File: config.mk
export PLATFORM = sky130hd
export DESIGN_NAME = mem_lsu_flat
export DESIGN_NICKNAME = d
export VERILOG_FILES = /design/src/rtl/mem_lsu_if.sv /design/src/rtl/mem_lsu.sv /design/src/flat_wrapper.sv
export SDC_FILE = /design/constraint.sdc
export NUM_CORES = 1
export LEC_CHECK = 0
export BUFFER_PORTS_ARGS = -buffer_cell sky130_fd_sc_hd__buf_2
export CORE_MARGIN = 2
export CORE_UTILIZATION = 23
export CTS_CLUSTER_SIZE = 12
export DETAILED_ROUTE_END_ITERATION = 8
export HOLD_SLACK_MARGIN = 0.1
export PLACE_DENSITY = 0.55
export SLEW_MARGIN = 10
export SYNTH_ARGS = -nofsm -noshare
export SYNTH_HDL_FRONTEND = slang
export SYNTH_SLANG_ARGS = --single-unit
export TNS_END_PERCENT = 100
File: constraint.sdc
create_clock -name clk -period 1.6 [get_ports clk]
set_clock_uncertainty 0.05 [all_clocks]
set_input_delay 0.08 -clock clk [delete_from_list [all_inputs] [get_ports clk]]
set_output_delay 0.08 -clock clk [all_outputs]
set_load 0.01 [all_outputs]
File: src/rtl/mem_lsu_if.sv
// Bundle for the load/store unit: CPU request/response handshake plus the memory data port.
// The slave modport is the LSU's view; the master modport is the core/memory environment.
interface mem_lsu_if #(
    parameter int ADDR_W = 10
) ();
    logic              req_valid_i;
    logic              req_ready_o;
    logic              req_we_i;
    logic [1:0]        req_size_i;
    logic              req_unsigned_i;
    logic [31:0]       req_addr_i;
    logic [31:0]       req_wdata_i;
    logic              rsp_valid_o;
    logic              rsp_err_o;
    logic [31:0]       rsp_rdata_o;
    logic [ADDR_W-1:0] mem_addr_o;
    logic              mem_we_o;
    logic [31:0]       mem_wdata_o;
    logic [31:0]       mem_rdata_i;

    modport slave (
        input  req_valid_i, req_we_i, req_size_i, req_unsigned_i, req_addr_i, req_wdata_i,
        input  mem_rdata_i,
        output req_ready_o, rsp_valid_o, rsp_err_o, rsp_rdata_o,
        output mem_addr_o, mem_we_o, mem_wdata_o
    );

    modport master (
        output req_valid_i, req_we_i, req_size_i, req_unsigned_i, req_addr_i, req_wdata_i,
        output mem_rdata_i,
        input  req_ready_o, rsp_valid_o, rsp_err_o, rsp_rdata_o,
        input  mem_addr_o, mem_we_o, mem_wdata_o
    );
endinterface

File: src/rtl/mem_lsu.sv
// Load/store unit: byte-addressed byte/half/word CPU accesses onto a word-only memory port.
// Sub-word stores are done as read-modify-write; loads are lane-extracted and extended.
module mem_lsu #(
    parameter int ADDR_W = 10
) (
    input  logic      clk,
    input  logic      rst_n,
    mem_lsu_if.slave  bus
);
    typedef enum logic [1:0] {IDLE, RD, WR, RSP} state_t;

    localparam logic [1:0] SZ_B = 2'b00;
    localparam logic [1:0] SZ_H = 2'b01;
    localparam logic [1:0] SZ_W = 2'b10;
    localparam logic [1:0] SZ_X = 2'b11;

    state_t            state_q, state_d;
    logic              we_q, we_d;
    logic [1:0]        size_q, size_d;
    logic              uns_q, uns_d;
    logic [1:0]        lane_q, lane_d;
    logic [15:0]       wdata_q, wdata_d;
    logic              ready_q, ready_d;
    logic              rsp_valid_q, rsp_valid_d;
    logic              rsp_err_q, rsp_err_d;
    logic [31:0]       rsp_rdata_q, rsp_rdata_d;
    logic [ADDR_W-1:0] mem_addr_q, mem_addr_d;
    logic              mem_we_q, mem_we_d;
    logic [31:0]       mem_wdata_q, mem_wdata_d;

    // Address bits above the memory size are deliberately dropped (addresses wrap).
    logic unused_addr_hi;
    assign unused_addr_hi = ^bus.req_addr_i[31:ADDR_W+2];

    logic acc_err;
    assign acc_err = (bus.req_size_i == SZ_X)
                   || ((bus.req_size_i == SZ_H) && bus.req_addr_i[0])
                   || ((bus.req_size_i == SZ_W) && (bus.req_addr_i[1:0] != 2'b00));

    // Store data replicated into every lane so each byte lane only needs a select.
    logic [31:0] st_rep;
    logic [3:0]  byte_en;
    logic [31:0] merged;
    assign st_rep = (size_q == SZ_B) ? {4{wdata_q[7:0]}} : {2{wdata_q}};

    for (genvar gi = 0; gi < 4; gi++) begin : g_lane
        localparam logic [1:0] LANE = 2'(gi);
        assign byte_en[gi] = (size_q == SZ_B) ? (lane_q == LANE) : (lane_q[1] == LANE[1]);
        assign merged[gi*8 +: 8] = byte_en[gi] ? st_rep[gi*8 +: 8] : bus.mem_rdata_i[gi*8 +: 8];
    end

    logic [31:0] shifted;
    logic [31:0] ld_ext;
    assign shifted = bus.mem_rdata_i >> {lane_q, 3'b000};

    always_comb begin
        ld_ext = shifted;
        case (size_q)
            SZ_B:    ld_ext = {{24{~uns_q & shifted[7]}}, shifted[7:0]};
            SZ_H:    ld_ext = {{16{~uns_q & shifted[15]}}, shifted[15:0]};
            default: ld_ext = shifted;
        endcase
    end

    always_comb begin
        state_d     = state_q;
        we_d        = we_q;
        size_d      = size_q;
        uns_d       = uns_q;
        lane_d      = lane_q;
        wdata_d     = wdata_q;
        ready_d     = 1'b0;
        rsp_valid_d = 1'b0;
        rsp_err_d   = 1'b0;
        rsp_rdata_d = 32'd0;
        mem_addr_d  = mem_addr_q;
        mem_we_d    = 1'b0;
        mem_wdata_d = 32'd0;
        case (state_q)
            IDLE: begin
                ready_d = 1'b1;
                if (bus.req_valid_i && ready_q) begin
                    ready_d = 1'b0;
                    we_d    = bus.req_we_i;
                    size_d  = bus.req_size_i;
                    uns_d   = bus.req_unsigned_i;
                    lane_d  = bus.req_addr_i[1:0];
                    wdata_d = bus.req_wdata_i[15:0];
                    if (acc_err) begin
                        state_d     = RSP;
                        rsp_valid_d = 1'b1;
                        rsp_err_d   = 1'b1;
                    end else begin
                        mem_addr_d = bus.req_addr_i[ADDR_W+1:2];
                        if (bus.req_we_i && (bus.req_size_i == SZ_W)) begin
                            state_d     = WR;
                            mem_we_d    = 1'b1;
                            mem_wdata_d = bus.req_wdata_i;
                        end else begin
                            state_d = RD;
                        end
                    end
                end
            end
            RD: begin
                if (we_q) begin
                    state_d     = WR;
                    mem_we_d    = 1'b1;
                    mem_wdata_d = merged;
                end else begin
                    state_d     = RSP;
                    rsp_valid_d = 1'b1;
                    rsp_rdata_d = ld_ext;
                end
            end
            WR: begin
                state_d     = RSP;
                rsp_valid_d = 1'b1;
            end
            default: begin
                state_d = IDLE;
                ready_d = 1'b1;
            end
        endcase
    end

    always_ff @(posedge clk or negedge rst_n) begin
        if (!rst_n) begin
            state_q     <= IDLE;
            we_q        <= 1'b0;
            size_q      <= 2'b00;
            uns_q       <= 1'b0;
            lane_q      <= 2'b00;
            wdata_q     <= 16'd0;
            ready_q     <= 1'b1;
            rsp_valid_q <= 1'b0;
            rsp_err_q   <= 1'b0;
            rsp_rdata_q <= 32'd0;
            mem_addr_q  <= '0;
            mem_we_q    <= 1'b0;
            mem_wdata_q <= 32'd0;
        end else begin
            state_q     <= state_d;
            we_q        <= we_d;
            size_q      <= size_d;
            uns_q       <= uns_d;
            lane_q      <= lane_d;
            wdata_q     <= wdata_d;
            ready_q     <= ready_d;
            rsp_valid_q <= rsp_valid_d;
            rsp_err_q   <= rsp_err_d;
            rsp_rdata_q <= rsp_rdata_d;
            mem_addr_q  <= mem_addr_d;
            mem_we_q    <= mem_we_d;
            mem_wdata_q <= mem_wdata_d;
        end
    end

    assign bus.req_ready_o = ready_q;
    assign bus.rsp_valid_o = rsp_valid_q;
    assign bus.rsp_err_o   = rsp_err_q;
    assign bus.rsp_rdata_o = rsp_rdata_q;
    assign bus.mem_addr_o  = mem_addr_q;
    assign bus.mem_we_o    = mem_we_q;
    assign bus.mem_wdata_o = mem_wdata_q;
endmodule

File: src/flat_wrapper.sv
// flat-port wrapper written by rule: the top's interface ports become plain ports
module mem_lsu_flat 
#(
    parameter int ADDR_W = 10
)
  (clk, rst_n, bus_req_valid_i, bus_req_we_i, bus_req_size_i, bus_req_unsigned_i, bus_req_addr_i, bus_req_wdata_i, bus_mem_rdata_i, bus_req_ready_o, bus_rsp_valid_o, bus_rsp_err_o, bus_rsp_rdata_o, bus_mem_addr_o, bus_mem_we_o, bus_mem_wdata_o);
  mem_lsu_if #(.ADDR_W(ADDR_W)) bus_i ();
  input  logic clk;
  input  logic rst_n;
  input wire logic [$bits(bus_i.req_valid_i)-1:0] bus_req_valid_i;
  input wire logic [$bits(bus_i.req_we_i)-1:0] bus_req_we_i;
  input wire logic [$bits(bus_i.req_size_i)-1:0] bus_req_size_i;
  input wire logic [$bits(bus_i.req_unsigned_i)-1:0] bus_req_unsigned_i;
  input wire logic [$bits(bus_i.req_addr_i)-1:0] bus_req_addr_i;
  input wire logic [$bits(bus_i.req_wdata_i)-1:0] bus_req_wdata_i;
  input wire logic [$bits(bus_i.mem_rdata_i)-1:0] bus_mem_rdata_i;
  output wire logic [$bits(bus_i.req_ready_o)-1:0] bus_req_ready_o;
  output wire logic [$bits(bus_i.rsp_valid_o)-1:0] bus_rsp_valid_o;
  output wire logic [$bits(bus_i.rsp_err_o)-1:0] bus_rsp_err_o;
  output wire logic [$bits(bus_i.rsp_rdata_o)-1:0] bus_rsp_rdata_o;
  output wire logic [$bits(bus_i.mem_addr_o)-1:0] bus_mem_addr_o;
  output wire logic [$bits(bus_i.mem_we_o)-1:0] bus_mem_we_o;
  output wire logic [$bits(bus_i.mem_wdata_o)-1:0] bus_mem_wdata_o;
  assign bus_i.req_valid_i = bus_req_valid_i;
  assign bus_i.req_we_i = bus_req_we_i;
  assign bus_i.req_size_i = bus_req_size_i;
  assign bus_i.req_unsigned_i = bus_req_unsigned_i;
  assign bus_i.req_addr_i = bus_req_addr_i;
  assign bus_i.req_wdata_i = bus_req_wdata_i;
  assign bus_i.mem_rdata_i = bus_mem_rdata_i;
  assign bus_req_ready_o = bus_i.req_ready_o;
  assign bus_rsp_valid_o = bus_i.rsp_valid_o;
  assign bus_rsp_err_o = bus_i.rsp_err_o;
  assign bus_rsp_rdata_o = bus_i.rsp_rdata_o;
  assign bus_mem_addr_o = bus_i.mem_addr_o;
  assign bus_mem_we_o = bus_i.mem_we_o;
  assign bus_mem_wdata_o = bus_i.mem_wdata_o;
  mem_lsu #(.ADDR_W(ADDR_W)) u_core (.clk(clk), .rst_n(rst_n), .bus(bus_i));
endmodule
==> results of run 1 <==
==> worst max-delay path, delay by kind of cell (launching register included) <==
kind / cells / cell delay, ps
buffers and inverters: 2 / 320
AO/OA/AOI/OAI: 1 / 260
flip-flops: 1 / 430
AND/OR/NAND/NOR: 2 / 210
multiplexers: 1 / 280
==> Yosys cell counts (11+ instances only) <==
cell type,n
nor2_1,12
a22oi_1,14
mux2_2,28
o21ai_1,24
mux2_1,11
buf_2,11
dfrtp_1,101
o21ai_0,11
mux2i_1,35
nand2_1,20
nor2b_1,11
a211oi_1,14
==> worst paths after layout <==
kind | start | endpoint | slack, ps | cells after the start
worst max-delay path | u_core.size_q[0]$_DFFE_PN0P_ | u_core.bus.mem_wdata_o[13]$_DFF_PN0_ | -70 | 6
worst min register to register | u_core.bus.mem_addr_o[7]$_DFFE_PN0P_ | u_core.bus.mem_addr_o[7]$_DFFE_PN0P_ | 460 | 1
max in group asynchronous | rst_n | u_core.bus.req_ready_o$_DFF_PN1_ | 680 | 3
min in group asynchronous | rst_n | u_core.bus.mem_wdata_o[3]$_DFF_PN0_ | 200 | 2
worst min-delay path | bus_req_valid_i | u_core.bus.req_ready_o$_DFF_PN1_ | 170 | 3
worst max register to register | u_core.size_q[0]$_DFFE_PN0P_ | u_core.bus.mem_wdata_o[13]$_DFF_PN0_ | -70 | 6
==> flip-flops by register name, indices dropped and copies added (netlist names), 2 cells and up <==
| name | flops |
|---|---|
| u_core.wdata_q | 16 |
| u_core.bus.mem_wdata_o | 32 |
| u_core.state_q | 2 |
| u_core.bus.rsp_rdata_o | 32 |
| u_core.size_q | 2 |
| u_core.bus.mem_addr_o | 10 |
| u_core.lane_q | 2 |
==> area by class of cell <==
| class | count | area (um^2) |
|---|---|---|
| Fill cell | 1887 | 11700 |
| Sequential cell | 102 | 2550 |
| Multi-Input combinational cell | 247 | 2340 |
| Timing Repair Buffer | 299 | 2250 |
| Tap cell | 265 | 332 |
| Clock buffer | 10 | 239 |
| Clock inverter | 6 | 92.6 |
| Inverter | 4 | 17.5 |
==> placed cells by master (no fill, tap or decap), drive strengths merged, types with 2 or more instances in the layout <==
| cell type | n |
|---|---|
| or3 | 3 |
| nand3 | 2 |
| a221o | 9 |
| mux2 | 40 |
| nand2b | 3 |
| nand2 | 20 |
| inv | 6 |
| buf | 215 |
| o21ai | 37 |
| clkbuf | 13 |
| nor2 | 13 |
| nor3 | 3 |
| dfrtp | 101 |
| ha | 4 |
| dlygate4sd3 | 81 |
| a21oi | 16 |
| mux2i | 35 |
| nor2b | 11 |
| a21o | 10 |
| nand4 | 3 |
| a22oi | 14 |
| bufinv | 2 |
| a211oi | 14 |
| nand3b | 3 |
==> stage by stage <==
step / hold slack, ps / setup TNS [ps] / util / total power, W / area [um^2]
after floorplan: -266 / -1880 / - / 0.00701 / 4660
after global placement: 18.1 / -3160 / 0.311 / 0.00916 / 6060
after detailed placement: 18.9 / -6540 / 0.311 / 0.00929 / 6060
after CTS: 187 / -2010 / 0.381 / 0.0122 / 7450
after global routing: 198 / -3970 / 0.401 / 0.0138 / 7830
final: 166 / -1060 / 0.401 / 0.0131 / 7830
==> metal layers <==
| layer | vias up | GRT usage | wire length (um) |
|---|---|---|---|
| met5 | - | 0 | 0 |
| met4 | 0 | 0.0461 | 299 |
| met3 | 25 | 0.0373 | 844 |
| met2 | 141 | 0.272 | 8650 |
| met1 | 2064 | 0.194 | 7460 |
| li1 | 1949 | - | - |
==> where the power goes <==
group	internal [W]	switching, W	total (W)	leakage (nW)
clock network	0.00143	0.00103	0.00246	0.161
logic	0.00343	0.00314	0.00657	2.35
registers	0.00349	0.000602	0.00409	1.34
total	0.00835	0.00477	0.0131	3.85
==> timing repair <==
action | in CTS | in global routing
buffers inserted | 4 | 9
pin swaps | 14 | 6
hold endpoints to repair | 181 | 0
endpoints found under the setup margin | 80 | 87
cloned | 2 | 5
gates resized for setup | 39 | 62
hold buffers | 81 | 0
==> kinds of logic (layout without fill, tap and decap cells) <==
logic type               Yosys count  in the layout  share of synthesized area
adder cells (fa/ha/maj)            4              4                     0.0109
buffers and inverters             23            319                     0.0272
AO/OA/AOI/OAI                    101            102                      0.151
flip-flops                       102            102                      0.555
multiplexers                      75             75                      0.175
AND/OR/NAND/NOR                   66             66                     0.0813
==> flow_summary.ini, run 1 <==
[pwr]
p_per_area_nw_per_um2 = 1680
leakagePower_nw = 3.85
ir_drop_v = 0.000710

[place]
portBuffers = 160
placed_cells = 820
place_ws_ps = -178
dp_hpwl_um = 12100
place.gp.congestion = 0.868

[clock_network]
cts_buffers = 9
tritoncts = built
clkTransAtPathRegs_ps = 70
clock_path_buffers = 2
cts_sinks = 102
h-tree-depth = 3
cts_root_buf = clkbuf_16
clkLatencyLatePin_ps = 350

[timing]
period_minus_slack_ps = 1670
fin_crit_sh = 1.05
tightestPinTransition_ps = 509
hold_viol = 0
maxSlewViolCount = 0
postLayoutSetupSlackWorst_ps = -73.4
fmaxAchievable_mhz = 598
slew_headroom = 0.659
rsz0062_at_grt = yes
setup_viol = 42

[setup_path]
cp.required_ps = 1780
path_common_cell = nor2_1
crit_chain = nor2_1, buf_4, buf_12, mux2i_1, nor2_1, a221o_1
crit_path_end_kind = flop
path_class = flop to flop
startpoint_type = flop
cpPeakStageDelay_ps = 430
critPathMaxFanout = 8
cpMaxStageDelayCell = dfrtp_1
worstPathArrival_ps = 1860

[die]
rows = 51
pin_count = 181
fp.dieArea_um2 = 21200
dieHeight_um = 145
die_w_um = 145
initial_utilization = 0.236
coreArea_um2 = 19500

[run_status]
status = complete, but fails checks
violations = setup timing

[final_layout]
nNetsFinal = 770
areaGrowthSynthToFinish_pct = 70.1
drive_gt1_frac = 0.509
num_antenna_cells = 0
fin_cells = 933

[global_routing]
grt-ovfl-total = 0
grt_pass1_wl_um = 25500
first_global_vias = 4464
grt_max_degree = 41
grtUsageTotal = 0.157
antenna_found_initial = 0

[yosys]
synthCells = 371
synth_edf_count = 0
synth_area_leaders = dfrtp_1 (55%), mux2i_1 (7.6%), mux2_2 (6.8%)
syn_nets = 478
synth_warnings = 0
yosys.area.top_type = dfrtp_1
ys_seq_elements = 102
syn_avg_cell_area_um2 = 12.4
synth.cell_area_um2 = 4600
synth_top_area_frac = 0.549
ys.flop_type = dfrtp_1
synth-async-reset-ratio = 1.00
synth_cell_types = 45
ys_seq_area_frac = 0.555

[routing]
drtIter0Drc = 164
routed_wl_um = 17300
viasPerCell = 4.48
firstDrtPassIters = 4
via_count = 4179
antenna_left = 0
avgRoutedWirePerCell_um = 18.5
drc = 0

[worst_hold_path]
hold_path.class = input port to flop

[run]
cap_violations = 0
No activity file was read; power rests on OpenSTA's default activity.
==> inputs of run 2 (changes only) <==
--- a/config.mk
+++ b/config.mk
@@ -5,13 +5,15 @@
 export SDC_FILE = /design/constraint.sdc
 export NUM_CORES = 1
 export LEC_CHECK = 0
-export BUFFER_PORTS_ARGS = -buffer_cell sky130_fd_sc_hd__buf_2
+export ABC_AREA = 1
 export CORE_MARGIN = 2
 export CORE_UTILIZATION = 23
 export CTS_CLUSTER_SIZE = 12
 export DETAILED_ROUTE_END_ITERATION = 8
+export DONT_BUFFER_PORTS = 1
+export GPL_TIMING_DRIVEN = 0
 export HOLD_SLACK_MARGIN = 0.1
-export PLACE_DENSITY = 0.55
+export PLACE_DENSITY = 0.47
 export SLEW_MARGIN = 10
 export SYNTH_ARGS = -nofsm -noshare
 export SYNTH_HDL_FRONTEND = slang
==> flow_summary.ini, run 2 <==
[run_status]
status = complete, but fails checks
violations = hold timing

[yosys]
synth-async-reset-ratio = 1.00
synth_edf_count = 0
syn_nets = 721
synth_area_leaders = dfrtp_1 (50%), nand2_1 (16%), nand3_1 (4.5%)
ys_top_cells_by_count = nand2_1 (210), dfrtp_1 (101), inv_1 (51)
synth_cell_types = 27
synth_xor_area_frac = 0
ys_seq_elements = 102
synth.cell_area_um2 = 5020
muxShareOfSynthArea = 0.0202
synth_most_common_cell = nand2_1
synth_top_family_by_area = simple AND/OR/NAND/NOR gates
ys.flop_type = dfrtp_1
yosys.area_share.simple = 0.250
yosys.area_share.adder = 0.00997
synth_compound_area_frac = 0.126
yosys.area.top_type = dfrtp_1
syn_avg_cell_area_um2 = 8.17
ys_seq_area_frac = 0.509
synth_top_area_frac = 0.504
synth_warnings = 0
synthCells = 614

[final_layout]
drive_gt1_frac = 0.222
nNetsFinal = 833
final_cell_mix = nand2_1 (180), dfrtp_1 (100), dlygate4sd3_1 (81)
fin_util = 0.328
final_common_cell = nand2_1
multi_input_area_um2 = 2290
areaGrowthSynthToFinish_pct = 41.2
final_area_um2 = 7080
fillers = 2303
seq_area_um2 = 2550

[timing]
holdWs_ps = -625
tightestPinTransition_ps = 460
setup_viol = 0
fmaxAchievable_mhz = 626
fin_crit_sh = 0.998
rsz0062_at_grt = yes
postLayoutSetupSlackWorst_ps = 3.06
period_minus_slack_ps = 1600
slew_headroom = 0.693
hold_viol = 102
maxSlewViolCount = 0

[clock_network]
clkTransAtPathRegs_ps = 70
hold_buffers = 81
h-tree-depth = 3
clkLatencyLatePin_ps = 350
cts_sinks = 102
tritoncts = built
cts_root_buf = clkbuf_16
clock_path_buffers = 2
cts_buffers = 9

[pwr]
p_per_area_nw_per_um2 = 1710
ir_drop_v = 0.000697
total_power_w = 0.0121
leakagePower_nw = 3.44

[global_routing]
grt_use_met1 = 0.208
grt_max_degree = 103
grtUsageTotal = 0.160
grt_busiest_layer = met2
first_global_vias = 4506
antenna_found_initial = 3
grt_use_met2 = 0.252
grt-ovfl-total = 0
grt_use_met3 = 0.0503
grt_pass1_wl_um = 26900

[setup_path]
startpoint_type = flop
critPathMaxFanout = 8
crit_chain = nand2_4, nor2_4, nand2_2, nor2_4, buf_12, clkbuf_16, nand2_4, o21ai_4
cp.required_ps = 1820
path_class = flop to flop
cpPeakStageDelay_ps = 590
cpMaxStageDelayCell = dfstp_2
crit_path_end_kind = flop
worstPathArrival_ps = 1820

[place]
place.gp.congestion = 0.867
dp_hpwl_um = 13700
portBuffers = 0
place_area_um2 = 5380
place_ws_ps = -292

[die]
initial_utilization = 0.232
die_w_um = 152
pin_count = 181
dieHeight_um = 152
rows = 54
fp.dieArea_um2 = 23000
coreArea_um2 = 21600

[routing]
avgRoutedWirePerCell_um = 18.3
via_count = 4553
drtIter0Drc = 246
routed_wl_um = 18500
viasPerCell = 4.50
firstDrtPassIters = 5
drc = 0
antenna_left = 0

[run]
cap_violations = 0

[worst_hold_path]
hold_path.class = input port to asynchronous set/reset pin
-- run 2: what timing repair did --
item | CTS | global route
setup buffers | 8 | 8
endpoints found under the setup margin | 87 | 79
hold endpoints to repair | 201 | 102
gates resized for setup | 48 | 86
pin swaps | 4 | 8
gates cloned | 1 | 3
-- run 2: kinds of logic after synthesis --
logic type,count (synthesis)
mux,9
compound gates,112
buf+inv,92
simple gates,295
flops,102
fa+ha+maj,4
-- run 2: critical path: cells and delay by family (launching register included) --
family | cells | cell delay (ps)
flops | 1 | 590
compound gates | 1 | 70
buf+inv | 2 | 340
simple gates | 5 | 450
-- run 2: power by group --
group	switching [W]	leakage [nW]	internal (W)	total, W
logic	0.00339	1.96	0.00219	0.00558
clock network	0.000985	0.136	0.00126	0.00224
registers	0.000839	1.35	0.00346	0.00430
-- run 2: layout make-up --
type | instances | area share
Sequential cell | 102 | 0.361
Multi-Input combinational cell | 420 | 0.324
Timing Repair Buffer | 101 | 0.149
Tap cell | 280 | 0.0495
Buffer | 35 | 0.0442
Clock buffer | 13 | 0.0353
Inverter | 57 | 0.0309
Clock inverter | 3 | 0.00636
Antenna cell | 1 | 0.000353
-- run 2: stage by stage --
stage / hold WS [ps] / TNS [ps] / instances
floorplan: -266 / 0 / 614
global placement: -262 / -11550 / 894
detailed placement: -259 / -11940 / 894
CTS: -644 / -8.38 / 1000
global route: -651 / -316 / 1012
finish: -625 / 0 / 1012
-- run 2: per-layer routing --
metal  wire length [um]  up-vias
li1                   -     2183
met1               7920     2163
met2               8690      172
met3               1470       31
met4                424        4
met5                 24        -
-- run 2: worst paths after layout --
kind / start / end / slack [ps] / cells past startpoint
max: u_core.bus.req_ready_o$_DFF_PN1_ / u_core.bus.mem_wdata_o[8]$_DFF_PN0_ / 3 / 8
min: rst_n / u_core.bus.mem_wdata_o[16]$_DFF_PN0_ / -620 / 0
max reg2reg: u_core.bus.req_ready_o$_DFF_PN1_ / u_core.bus.mem_wdata_o[8]$_DFF_PN0_ / 3 / 8
min reg2reg: u_core.wdata_q[8]$_DFFE_PN0P_ / u_core.wdata_q[8]$_DFFE_PN0P_ / 470 / 1
max in group asynchronous: rst_n / u_core.bus.req_ready_o$_DFF_PN1_ / 1920 / 0
min in group clk: bus_mem_rdata_i[14] / u_core.bus.rsp_rdata_o[6]$_DFF_PN0_ / 90 / 3
